[src/rtl/ps2_pkg.sv]
// Shared types and helpers for the PS/2 device transmitter.
// Used by both the PS2_DEV_TX_FIFO_EN and the single-register builds.
package ps2_pkg;

   typedef enum logic [1:0] {
      ST_IDLE,
      ST_HIGH,
      ST_LOW,
      ST_GAP
   } ps2_state_e;

   localparam int         PS2_FRAME_BITS = 11;
   localparam logic [3:0] PS2_STOP_IDX   = 4'd10;
   localparam int         PS2_FIFO_DEPTH = 4;

   function automatic logic odd_par(input logic [7:0] d);
      return ~^d;
   endfunction

   // Bit i of the result is the i-th bit on the wire.
   function automatic logic [PS2_FRAME_BITS-1:0] ps2_frame(
      input logic [7:0] d
   );
      return {1'b1, odd_par(d), d, 1'b0};
   endfunction

endpackage

[src/rtl/ps2_tx_fifo.sv]
// Byte buffer between the accept port and the PS/2 framer.
// PS2_DEV_TX_FIFO_EN selects a 4-entry FIFO, else one holding register.
module ps2_tx_fifo
   import ps2_pkg::*;
(
   input  logic       clk_i,
   input  logic       rst_i,
   input  logic       push_i,
   input  logic [7:0] dat_i,
   input  logic       pop_i,
   output logic [7:0] dat_o,
   output logic       empty_o,
   output logic       full_o
);

`ifdef PS2_DEV_TX_FIFO_EN

   localparam int AW = $clog2(PS2_FIFO_DEPTH);

   logic [7:0]    mem [PS2_FIFO_DEPTH];
   logic [AW-1:0] wr_q;
   logic [AW-1:0] rd_q;
   logic [AW:0]   cnt_q;
   logic          push_ok;
   logic          pop_ok;

   assign empty_o = (cnt_q == '0);
   assign full_o  = (cnt_q == (AW+1)'(PS2_FIFO_DEPTH));
   assign pop_ok  = pop_i && !empty_o;
   assign push_ok = push_i && (!full_o || pop_ok);
   assign dat_o   = mem[rd_q];

   always_ff @(posedge clk_i) begin
      if (push_ok) begin
         mem[wr_q] <= dat_i;
      end
   end

   always_ff @(posedge clk_i) begin
      if (rst_i) begin
         wr_q  <= '0;
         rd_q  <= '0;
         cnt_q <= '0;
      end else begin
         if (push_ok) begin
            wr_q <= wr_q + AW'(1);
         end
         if (pop_ok) begin
            rd_q <= rd_q + AW'(1);
         end
         unique case ({push_ok, pop_ok})
            2'b10:   cnt_q <= cnt_q + (AW+1)'(1);
            2'b01:   cnt_q <= cnt_q - (AW+1)'(1);
            default: cnt_q <= cnt_q;
         endcase
      end
   end

`else

   logic [7:0] hold_q;
   logic       occ_q;
   logic       push_ok;
   logic       pop_ok;

   assign empty_o = !occ_q;
   assign full_o  = occ_q;
   assign pop_ok  = pop_i && occ_q;
   assign push_ok = push_i && (!occ_q || pop_ok);
   assign dat_o   = hold_q;

   always_ff @(posedge clk_i) begin
      if (push_ok) begin
         hold_q <= dat_i;
      end
   end

   always_ff @(posedge clk_i) begin
      if (rst_i) begin
         occ_q <= 1'b0;
      end else if (push_ok) begin
         occ_q <= 1'b1;
      end else if (pop_ok) begin
         occ_q <= 1'b0;
      end
   end

`endif

endmodule

[src/rtl/ps2_dev_tx.sv]
// PS/2 device-to-host transmitter: buffered bytes, 11-bit frames, host inhibit abort.
// Buffer depth set by PS2_DEV_TX_FIFO_EN (see ps2_tx_fifo).
module ps2_dev_tx
   import ps2_pkg::*;
#(
   parameter int CLK_HALF = 2000,
   parameter int GAP_HALF = 4
) (
   input  logic       clk_i,
   input  logic       rst_i,
   input  logic [7:0] dat_i,
   input  logic       valid_i,
   output logic       ready_o,
   input  logic       inhibit_i,
   output logic       ps2_clk_o,
   output logic       ps2_dat_o,
   output logic       busy_o,
   output logic       abort_o
);

   localparam int CW = (CLK_HALF > 1) ? $clog2(CLK_HALF) : 1;
   localparam int GW = (GAP_HALF > 1) ? $clog2(GAP_HALF) : 1;
   localparam logic [CW-1:0] CNT_MAX = CW'(CLK_HALF - 1);
   localparam logic [GW-1:0] GAP_MAX = GW'(GAP_HALF - 1);

   ps2_state_e state_q, state_d;
   logic [CW-1:0] cnt_q, cnt_d;
   logic [GW-1:0] gap_q, gap_d;
   logic [3:0]    bit_q, bit_d;
   logic [3:0]    bit_nxt;
   logic          clk_q, clk_d;
   logic          dat_q, dat_d;
   logic          abort_q, abort_d;
   logic          half_done;
   logic          do_abort;
   logic          pop;
   logic          push;
   logic          empty;
   logic          full;
   logic [7:0]    head;
   logic [PS2_FRAME_BITS-1:0] frame;

   ps2_tx_fifo u_fifo (
      .clk_i   (clk_i),
      .rst_i   (rst_i),
      .push_i  (push),
      .dat_i   (dat_i),
      .pop_i   (pop),
      .dat_o   (head),
      .empty_o (empty),
      .full_o  (full)
   );

   // A pop frees the slot in the same cycle, so a full buffer can still take a byte.
   assign ready_o   = !full || pop;
   assign push      = valid_i && ready_o;
   assign frame     = ps2_frame(head);
   assign half_done = (cnt_q == CNT_MAX);
   assign bit_nxt   = bit_q + 4'd1;
   assign do_abort  = inhibit_i && (bit_q < PS2_STOP_IDX);

   always_comb begin
      state_d = state_q;
      cnt_d   = cnt_q + CW'(1);
      gap_d   = gap_q;
      bit_d   = bit_q;
      clk_d   = clk_q;
      dat_d   = dat_q;
      abort_d = 1'b0;
      pop     = 1'b0;
      unique case (state_q)
         ST_IDLE: begin
            cnt_d = '0;
            gap_d = '0;
            bit_d = '0;
            clk_d = 1'b1;
            dat_d = 1'b1;
            if (!empty && !inhibit_i) begin
               state_d = ST_HIGH;
               dat_d   = frame[0];
            end
         end
         ST_HIGH: begin
            if (do_abort) begin
               state_d = ST_IDLE;
               cnt_d   = '0;
               bit_d   = '0;
               clk_d   = 1'b1;
               dat_d   = 1'b1;
               abort_d = 1'b1;
            end else if (half_done) begin
               state_d = ST_LOW;
               cnt_d   = '0;
               clk_d   = 1'b0;
            end
         end
         ST_LOW: begin
            if (do_abort) begin
               state_d = ST_IDLE;
               cnt_d   = '0;
               bit_d   = '0;
               clk_d   = 1'b1;
               dat_d   = 1'b1;
               abort_d = 1'b1;
            end else if (half_done) begin
               cnt_d = '0;
               clk_d = 1'b1;
               if (bit_q == PS2_STOP_IDX) begin
                  // Byte leaves the buffer only once the stop bit is fully out.
                  state_d = ST_GAP;
                  dat_d   = 1'b1;
                  pop     = 1'b1;
               end else begin
                  state_d = ST_HIGH;
                  bit_d   = bit_nxt;
                  dat_d   = frame[bit_nxt];
               end
            end
         end
         ST_GAP: begin
            if (half_done) begin
               cnt_d = '0;
               if (gap_q == GAP_MAX) begin
                  state_d = ST_IDLE;
                  gap_d   = '0;
               end else begin
                  gap_d = gap_q + GW'(1);
               end
            end
         end
      endcase
   end

   always_ff @(posedge clk_i) begin
      if (rst_i) begin
         state_q <= ST_IDLE;
         cnt_q   <= '0;
         gap_q   <= '0;
         bit_q   <= '0;
         clk_q   <= 1'b1;
         dat_q   <= 1'b1;
         abort_q <= 1'b0;
      end else begin
         state_q <= state_d;
         cnt_q   <= cnt_d;
         gap_q   <= gap_d;
         bit_q   <= bit_d;
         clk_q   <= clk_d;
         dat_q   <= dat_d;
         abort_q <= abort_d;
      end
   end

   assign ps2_clk_o = clk_q;
   assign ps2_dat_o = dat_q;
   assign abort_o   = abort_q;
   assign busy_o    = (state_q != ST_IDLE);

endmodule

[config.mk]
export PLATFORM = sky130hd
export DESIGN_NAME = ps2_dev_tx
export DESIGN_NICKNAME = d
export VERILOG_FILES = /design/src/rtl/ps2_pkg.sv /design/src/rtl/ps2_tx_fifo.sv /design/src/rtl/ps2_dev_tx.sv
export SDC_FILE = /design/constraint.sdc
export NUM_CORES = 1
export LEC_CHECK = 0
export BUFFER_PORTS_ARGS = -buffer_cell sky130_fd_sc_hd__buf_2
export CORE_AREA = 2 2 58 60
export DETAILED_ROUTE_END_ITERATION = 8
export DIE_AREA = 0 0 60 62
export PLACE_DENSITY_LB_ADDON = 0.05
export SYNTH_ARGS = -nofsm -noshare
export SYNTH_HDL_FRONTEND = slang
export SYNTH_SLANG_ARGS = --single-unit
[constraint.sdc]
create_clock -name clk_i -period 2.1 [get_ports clk_i]
set_input_delay 0.105 -clock clk_i [delete_from_list [all_inputs] [get_ports clk_i]]
set_output_delay 0.105 -clock clk_i [all_outputs]
set_load 0.05 [all_outputs]
=== Word level (Yosys, flattened, before mapping) ===
Index checks and enable logic that the tools add are counted.

* Register bits after elaboration: 31
* Input bits: 12
* Output and inout port bits: 5

* Add/sub/neg operators: 3
* Order comparisons: 2
* Equal/unequal tests: 13
* Multiplexer cells: 40
* Bitwise gates (word level): 1
* Reduce and logical (&&, ||, !) cells: 22

{| class="wikitable"
|+ Operator list
! cell !! number
|-
| 11-bit case mux with 3 select lines || 1
|-
| 11-bit two-way mux || 2
|-
| 2-bit two-way mux || 10
|-
| 1-bit two-way mux || 17
|-
| 4-bit two-way mux || 4
|-
| 4-bit case mux with 3 select lines || 1
|-
| 11-bit by 1-bit adder with 11-bit output, second input constant || 1
|-
| 11-bit equality test, second input constant || 1
|-
| 3-bit inequality test, second input constant || 3
|-
| 2-bit inequality test, second input constant || 4
|-
| 2-bit case mux with 4 select lines || 1
|-
| 8-bit XNOR reduction || 1
|-
| 2-bit equality test, second input constant || 3
|-
| 1-bit case mux with 3 select lines || 2
|-
| 3-bit AND reduction || 2
|-
| 2-bit nonzero test || 3
|-
| 1-bit logical AND || 5
|-
| 4-bit by 5-bit less-than comparator with 1-bit output, second input constant || 1
|-
| 5-bit AND reduction || 1
|-
| 4-bit by 1-bit adder with 4-bit output, second input constant || 1
|-
| 1-bit binary-select mux with 4-bit select || 1
|-
| 4-bit equality test, second input constant || 1
|-
| 4-bit less-than comparator, second input constant || 1
|-
| 2-bit case mux with 2 select lines || 1
|-
| 10 further kinds || 13
|}

=== Logic depth before layout (Yosys ltp) ===
Gate-level depths: netlist of the first run.

* Depth in word-level cells: 9
* Gate-level depth with buffers: 8

=== Hierarchy ===
From an unflattened synthesis of the first run, not the netlist that was laid out.

* Cell total of the unflattened synthesis: 176
* Area total of the unflattened synthesis: 1657.8 sq um

{| class="wikitable"
|+ Modules (own cells, without submodules)
! module !! instances !! cells an instance !! area each (sq um) !! seq. area each (sq um)
|-
| ps2_dev_tx || 1 || 162 || 1372.6 || 440.4
|-
| ps2_tx_fifo || 1 || 14 || 285.3 || 260.2
|}

=== Worst setup path before layout of the first run ===
OpenSTA, ideal clock, no wires.

* Path type: register to register
* Start: reg state_q[0]
* End: reg u_fifo.hold_q[0] (netlist: u_fifo.dat_o[0]), enable pin
* Setup time: 0.332 ns
* Data arrival time: 2.563 ns
* Data required time: 1.768 ns
* Setup slack: -0.796 ns
* Stages on the path, launching flop included: 7
* Path buffers: 0
* Cells stage by stage: dfxtp_1 inv_1 ha_1 and4b_1 o21ai_0 o21ai_0 and2_1

* Word-level cells in the longest chain between the ends: 5
* Elaborated cells between the ends (all ways): 7
* Classes of those cells: eq/ne (1); mux (1); reduce/logical (5)

{| class="wikitable"
|+ RTL lines
! item !! line !! text
|-
| start, declared || ps2_dev_tx.sv:26 || <nowiki>ps2_state_e state_q, state_d;</nowiki>
|-
| start signal, assigned || ps2_dev_tx.sv:144 || <nowiki>state_q <= state_d;</nowiki>
|-
| 2-bit equality test || ps2_dev_tx.sv:71 || <nowiki>unique case (state_q)</nowiki>
|-
| 1-bit two-way mux || ps2_dev_tx.sv:71 ||
|-
| 1-bit logical OR || ps2_dev_tx.sv:55 || <nowiki>assign ready_o = !full || pop;</nowiki>
|-
| named net ready_o || ps2_dev_tx.sv:13 || <nowiki>output logic ready_o,</nowiki>
|-
| 1-bit logical AND || ps2_dev_tx.sv:56 || <nowiki>assign push = valid_i && ready_o;</nowiki>
|-
| 1-bit logical AND || ps2_tx_fifo.sv:69 || <nowiki>assign push_ok = push_i && (!occ_q || pop_ok);</nowiki>
|-
| named net u_fifo.push_ok || ps2_tx_fifo.sv:63 || <nowiki>logic push_ok;</nowiki>
|-
| end signal, assigned || ps2_tx_fifo.sv:74 || <nowiki>hold_q <= dat_i;</nowiki>
|-
| end, declared || ps2_tx_fifo.sv:61 || <nowiki>logic [7:0] hold_q;</nowiki>
|}

The timed path passes the listed nets, and every way through them passes these cells.
A chain may end at the register's enable or synchronous reset.

=== Worst setup path in the final report of the first run ===
* Start: reg cnt_q[5]
* End: reg state_q[1]

* Word-level cells in the longest chain between the ends: 3
* Elaborated cells between the ends (all ways): 5
* Classes of those cells: eq/ne (4); reduce/logical (1)

{| class="wikitable"
|+ RTL lines
! item !! line !! text
|-
| start, declared || ps2_dev_tx.sv:27 || <nowiki>logic [CW-1:0] cnt_q, cnt_d;</nowiki>
|-
| start signal, assigned || ps2_dev_tx.sv:145 || <nowiki>cnt_q <= cnt_d;</nowiki>
|-
| 11-bit equality test * || ps2_dev_tx.sv:58 || <nowiki>assign half_done = (cnt_q == CNT_MAX);</nowiki>
|-
| 3-bit inequality test (no source line) or 2-bit inequality test (tied branches) || -- ||
|-
| 5-bit AND reduction (no source line) * || -- ||
|}

Mark *: on every way between the ends. The rest lies on a longest branch, timed or not.

==> results of run 1 <==
-- routing by layer --
metal	up-vias	global-route usage	routed length [um]
met5	-	0	0
met4	0	0.0889	65
met3	6	0.0725	140
met2	22	0.359	1680
met1	648	0.243	1570
li1	703	-	-
-- final cells by class --
type | instances | area share
Multi-Input combinational cell | 131 | 0.471
Inverter | 11 | 0.0203
Tap cell | 46 | 0.0283
Sequential cell | 31 | 0.345
Clock buffer | 5 | 0.0185
Timing Repair Buffer | 31 | 0.107
Clock inverter | 3 | 0.00986
-- cell usage after synthesis (all sizes together), types with 3 or more instances --
master and instances:
dfxtp 23, nor2 18, xnor2 15, a21oi 12, inv 11, ha 9, nand3 9, o21ai 9
edfxtp 8, nand2 8, and3 5, mux2i 5, nand2b 4, and4 3, clkbuf 3, xor2 3
-- cells by family after synthesis --
| family | count (synthesis) |
|---|---|
| mux | 6 |
| fa+ha+maj | 9 |
| flops | 31 |
| xor+xnor | 18 |
| buf+inv | 15 |
| compound gates | 37 |
| simple gates | 61 |
-- registers in the layout (all words and copies together) (netlist names) --
| register | count |
|---|---|
| abort_o | 1 |
| u_fifo.full_o | 1 |
| u_fifo.dat_o | 8 |
| bit_q | 4 |
| ps2_clk_o | 1 |
| state_q | 2 |
| cnt_q | 11 |
| gap_q | 2 |
| ps2_dat_o | 1 |
-- worst max-delay path: stages (launching register included) --
cell,delay [ns]
sky130_fd_sc_hd__dfxtp_1,0.39
sky130_fd_sc_hd__or3b_4,0.44
sky130_fd_sc_hd__o41ai_2,0.37
sky130_fd_sc_hd__o21ai_2,0.13
sky130_fd_sc_hd__or4b_1,0.51
sky130_fd_sc_hd__a21oi_1,0.14
-- how the worst max path moves through the flow --
stage | startpoint | endpoint | slack (ns) | cells after the start
6_report | cnt_q[5] | state_q[1] | 0.07 | 5
5_1_grt | cnt_q[0] | ready_o | -0.02 | 5
4_1_cts | cnt_q[0] | state_q[1] | 0.08 | 6
3_5_place_dp | cnt_q[0] | state_q[1] | 0.11 | 6
3_3_place_gp | cnt_q[0] | state_q[1] | 0.20 | 6
2_1_floorplan | state_q[0] | u_fifo.dat_o[0] | 0.02 | 6
-- through the flow --
stage	worst slack (ns)	instances	setup TNS [ns]	instance area [sq um]
after floorplan	0.0204	177	0	1710
after global placement	0.196	240	0	1860
after detailed placement	0.112	240	0	1860
after CTS	0.0794	257	0	2010
after global routing	-0.0226	258	-0.0226	2030
final	0.0685	258	0	2030
-- power by group --
part	leakage [nW]	switching (mW)	internal, mW
clock network	0.0272	0.225	0.128
logic	0.496	0.159	0.107
registers	0.262	0.0158	0.637
total	0.785	0.400	0.871
-- cell usage in the layout, fill, tap and decap left out, types with 2 or more instances in the layout --
cell and n:
sky130_fd_sc_hd__edfxtp_1 8, sky130_fd_sc_hd__ha_1 9, sky130_fd_sc_hd__xnor2_1 15, sky130_fd_sc_hd__buf_4 6, sky130_fd_sc_hd__nand3_1 9, sky130_fd_sc_hd__o21ai_2 2
sky130_fd_sc_hd__a21oi_1 12, sky130_fd_sc_hd__o21ai_0 6, sky130_fd_sc_hd__buf_2 15, sky130_fd_sc_hd__dfxtp_1 23, sky130_fd_sc_hd__nor2_1 18, sky130_fd_sc_hd__clkbuf_4 6
sky130_fd_sc_hd__a211oi_1 2, sky130_fd_sc_hd__nand2b_1 4, sky130_fd_sc_hd__mux2i_1 5, sky130_fd_sc_hd__inv_1 11, sky130_fd_sc_hd__clkinvlp_4 2, sky130_fd_sc_hd__and3_1 4
sky130_fd_sc_hd__nand2_1 8, sky130_fd_sc_hd__xor2_1 3, sky130_fd_sc_hd__o22ai_1 2, sky130_fd_sc_hd__and4_1 3, sky130_fd_sc_hd__or4b_1 2, sky130_fd_sc_hd__dlygate4sd3_1 9
-- timing repair --
item,CTS,global route
gates resized for setup,0,4
setup endpoints to repair,0,10
hold buffers,9,0
buffers inserted,0,1
hold endpoints to repair,9,0
==> flow_summary.ini, run 1 <==
[finish]
final_core_util = 0.639
multi_input_area_sq_um = 956
antenna_cell_count = 0
area.sequential_sq_um = 701
num-nets-final = 232
drive_gt1_frac = 0.198
fill_cells = 289
area_delta_synth_final_pct = 19.8

[setup_path]
worstSetupEndpointType = register
critPathLaunchType = register
worst-r2r-cell-count = 5
timing_worst_setup_path_type = register to register
worst-path-max-fanout = 6
timing.rr.start = cnt_q[5]
timing.rr.end = state_q[1]
reg2reg_setup_slack_ns = 0.07
timing.critical_path.required_ns = 2.38
cp.arrival_ns = 2.31

[global_route]
wire_length_of_the_first_global_routing_pass_um = 5660
grt_overflow = 0
grt_antenna_before_repair = 0
track_usage = 0.211
number_of_global_route_vias_before_repair = 1301
grt_max_degree = 13

[timing]
slew_headroom = 0.733
max_freq_mhz = 492
final.period_utilization = 0.967
worstMarginPinSlew_ns = 0.397
finalClockSkew_ns = 0.00542
setup-violations-final = 0
final_max_slew_viol_count = 0
hold_vio_cnt_final = 0
hold-worst-slack_ns = 0.0922
layout_min_cycle_time_ns = 2.03

[synthesis]
synthCells = 177
synth_largest_type_area_fraction = 0.272
compound_gate_portion_of_the_synthesized_area = 0.145
synth_top_cells_by_area = sky130_fd_sc_hd__dfxtp_1 27%, sky130_fd_sc_hd__edfxtp_1 14%, sky130_fd_sc_hd__xnor2_1 7.7%
syn_area_sq_um = 1700
synth_largest_area_cell = sky130_fd_sc_hd__dfxtp_1
post_synth_fa_ha_maj_area_fraction = 0.0664
post_synthesis_net_count = 198
ys_ff_latch = 31
yosysSeqAreaShare = 0.413
post_synth_mux_area_share = 0.0428
post_synth.cell_area_avg_sq_um = 9.58
number_of_enable_type_register_cells_in_the_synthesized_netlist = 8
yosys.cell_types.count = 47
yosysWarningCount = 0
synth_xor_xnor_area_share = 0.0930
asyncSetResetFlopFracSynth = 0
yosys.area_share.simple = 0.203
main_combinational_cell_family_by_area_after_synthesis = simple AND/OR/NAND/NOR gates
yosys_most_used_dff = sky130_fd_sc_hd__dfxtp_1

[power]
power.leakage_nw = 0.785
irDropWorstVdd_mv = 0.446
power-per-cell-area_nw_per_um2 = 626
finalPower_mw = 1.27

[clocking]
numClockSinks = 31
htree_levels = 2
clkLatencyLatePin_ns = 0.34
ctsLongestPathBuffers = 2
tritoncts.num_buffers = 5
clock_root_cell = sky130_fd_sc_hd__clkbuf_4
path_clk_slew_ns = 0.10
cts_tree = yes

[route]
drt_pre_antenna_iters = 4
first_iter_violations = 58
avgRoutedWirePerCell_um = 13.4
drc_errors = 0
via_per_inst = 5.34
detail_route.wirelength_um = 3460
number_of_nets_still_failing_antenna_checks_after_routing = 0
routed-via-count = 1379

[place]
dp.final_hpwl_um = 2570
gp_congestion = 0.821
port_buffers = 16

[floorplanning]
core_area_sq_um = 3180
fp.dieArea_sq_um = 3720
die-height_um = 62
rows = 21
fp.dieW_um = 60
floorplan.initialDensity = 0.533
floorplan.io_pins = 17

[worst_hold_path]
hold_start = rst_i
hold_path_class = input pin to register
min_to = bit_q[1]
worst_hold_path.num_cells = 2

[job]
max_cap_viol_count = 0

[run_status]
result_of_the_run = finished clean
Power figures use the tool's default switching activity.
==> inputs of run 2 (changes only) <==
==> constraint.sdc (replaced) <==
create_clock -name clk_i -period 2.1 [get_ports clk_i]
set_input_delay 0.105 -clock clk_i [delete_from_list [all_inputs] [get_ports clk_i]]
set_output_delay 0.105 -clock clk_i [all_outputs]
set_load 0.01 [all_outputs]
==> flow_summary.ini, run 2 (synthesis gave the netlist of run 1 again) <==
[global_route]
grt_overflow = 0
track_usage = 0.218
wire_length_of_the_first_global_routing_pass_um = 5890
grt_max_degree = 13
number_of_global_route_vias_before_repair = 1344
grt_antenna_before_repair = 0

[place]
gp_congestion = 0.901
port_buffers = 16
dp.final_hpwl_um = 2610
dpl_cell_area_sq_um = 1860

[timing]
hold-worst-slack_ns = 0.0957
final_max_slew_viol_count = 0
max_freq_mhz = 498
timing.setup.tns_ns = 0
finalClockSkew_ns = 0.00825
final.period_utilization = 0.957
worstMarginPinSlew_ns = 0.373
layout_min_cycle_time_ns = 2.01
hold_vio_cnt_final = 0
setup-violations-final = 0
slew_headroom = 0.748
setup_repair_after_global_routing_missed_its_margin = false

[setup_path]
timing.critical_path.slowest_stage_cell = sky130_fd_sc_hd__or4b_1
worstPathCellList = ha_2, nand3_2, o41ai_4, o21ai_2, or4b_1, a21oi_1
timing.critical_path.required_ns = 2.38
worst-path-max-fanout = 4
timing_worst_setup_path_type = register to register
critPathLaunchType = register
cp.arrival_ns = 2.29
slowest_delay_ns = 0.52
worstSetupEndpointType = register

[finish]
multi_input_area_sq_um = 968
final_cell_mix = 23 x sky130_fd_sc_hd__dfxtp_1, 18 x sky130_fd_sc_hd__nor2_1, 16 x sky130_fd_sc_hd__buf_2
drive_gt1_frac = 0.198
antenna_cell_count = 0
layout.cells.most_common = sky130_fd_sc_hd__dfxtp_1
fill_cells = 254
design_area_sq_um = 2090
num-nets-final = 232
largest_reg_flops = 11
area.sequential_sq_um = 701
largest_register = cnt_q
area_delta_synth_final_pct = 23.2

[floorplanning]
fp.dieW_um = 60
floorplan.initialDensity = 0.533
die-height_um = 62
core_area_sq_um = 3180
fp.dieArea_sq_um = 3720
floorplan.io_pins = 17
rows = 21

[route]
detail_route.wirelength_um = 3560
via_per_inst = 5.44
number_of_nets_still_failing_antenna_checks_after_routing = 0
drc_errors = 0
avgRoutedWirePerCell_um = 13.8
first_iter_violations = 78
drt_pre_antenna_iters = 4
routed-via-count = 1403

[power]
finalPower_mw = 1.47
power-per-cell-area_nw_per_um2 = 705
power.leakage_nw = 0.806
irDropWorstVdd_mv = 0.578

[clocking]
clkLatencyLatePin_ns = 0.34
tritoncts.num_buffers = 5
numClockSinks = 31
clock_root_cell = sky130_fd_sc_hd__clkbuf_4
ctsLongestPathBuffers = 2
postCtsSetupBuffers = 0
htree_levels = 2
path_clk_slew_ns = 0.11
cts_tree = yes

[job]
max_cap_viol_count = 0

[worst_hold_path]
hold_path_class = input pin to register

[run_status]
result_of_the_run = finished clean
[run 2: final timing paths]
path	start	to	slack [ns]	cells after the start
hold / removal	rst_i	gap_q[0]	0.1	2
setup / recovery	cnt_q[0]	state_q[1]	0.09	6
setup reg to reg	cnt_q[0]	state_q[1]	0.09	6
hold reg to reg	cnt_q[0]	cnt_q[0]	0.47	1
[run 2: repair_timing]
action / in CTS / in global routing
resized for setup: 0 / 7
endpoints found under the hold margin: 9 / 0
hold buffers: 9 / 0
setup endpoints to repair: 0 / 12
[run 2: metrics by stage]
step	util	std cells	worst slack [ns]
2_1_floorplan	-	177	0.0909
3_3_place_gp	0.584	241	0.200
3_5_place_dp	0.584	241	0.0915
4_1_cts	0.646	258	0.0514
5_1_grt	0.657	258	0.00330
6_report	0.657	258	0.0901
[run 2: routing by layer]
layer | vias to the layer above | part of all wire | GRT usage
met1 | 646 | 0.44 | 0.260
met5 | - | 0 | 0
met3 | 10 | 0.048 | 0.0559
met2 | 45 | 0.49 | 0.370
li1 | 702 | - | -
met4 | 0 | 0.021 | 0.0984
[run 2: layout make-up]
type,count,share of cell area
clock buffers,5,0.0180
inverters,11,0.0198
flip-flops and latches,31,0.336
well taps,46,0.0276
repair buffers,31,0.103
multi-input cells,131,0.464
clock inverters,3,0.0324
[run 2: worst max-delay path: cells and delay by family (launching register included)]
kind | cells | cell delay [ns]
AOI/OAI and AO/OA | 3 | 0.67
adders and majority gates | 1 | 0.22
DFF | 1 | 0.38
and+or+nand+nor | 2 | 0.69
[run 2: where the power goes]
group | internal, mW | leakage [nW] | total (mW) | switching, mW
clock network | 0.370 | 0.0514 | 0.593 | 0.223
logic | 0.107 | 0.492 | 0.227 | 0.120
registers | 0.637 | 0.262 | 0.653 | 0.0159
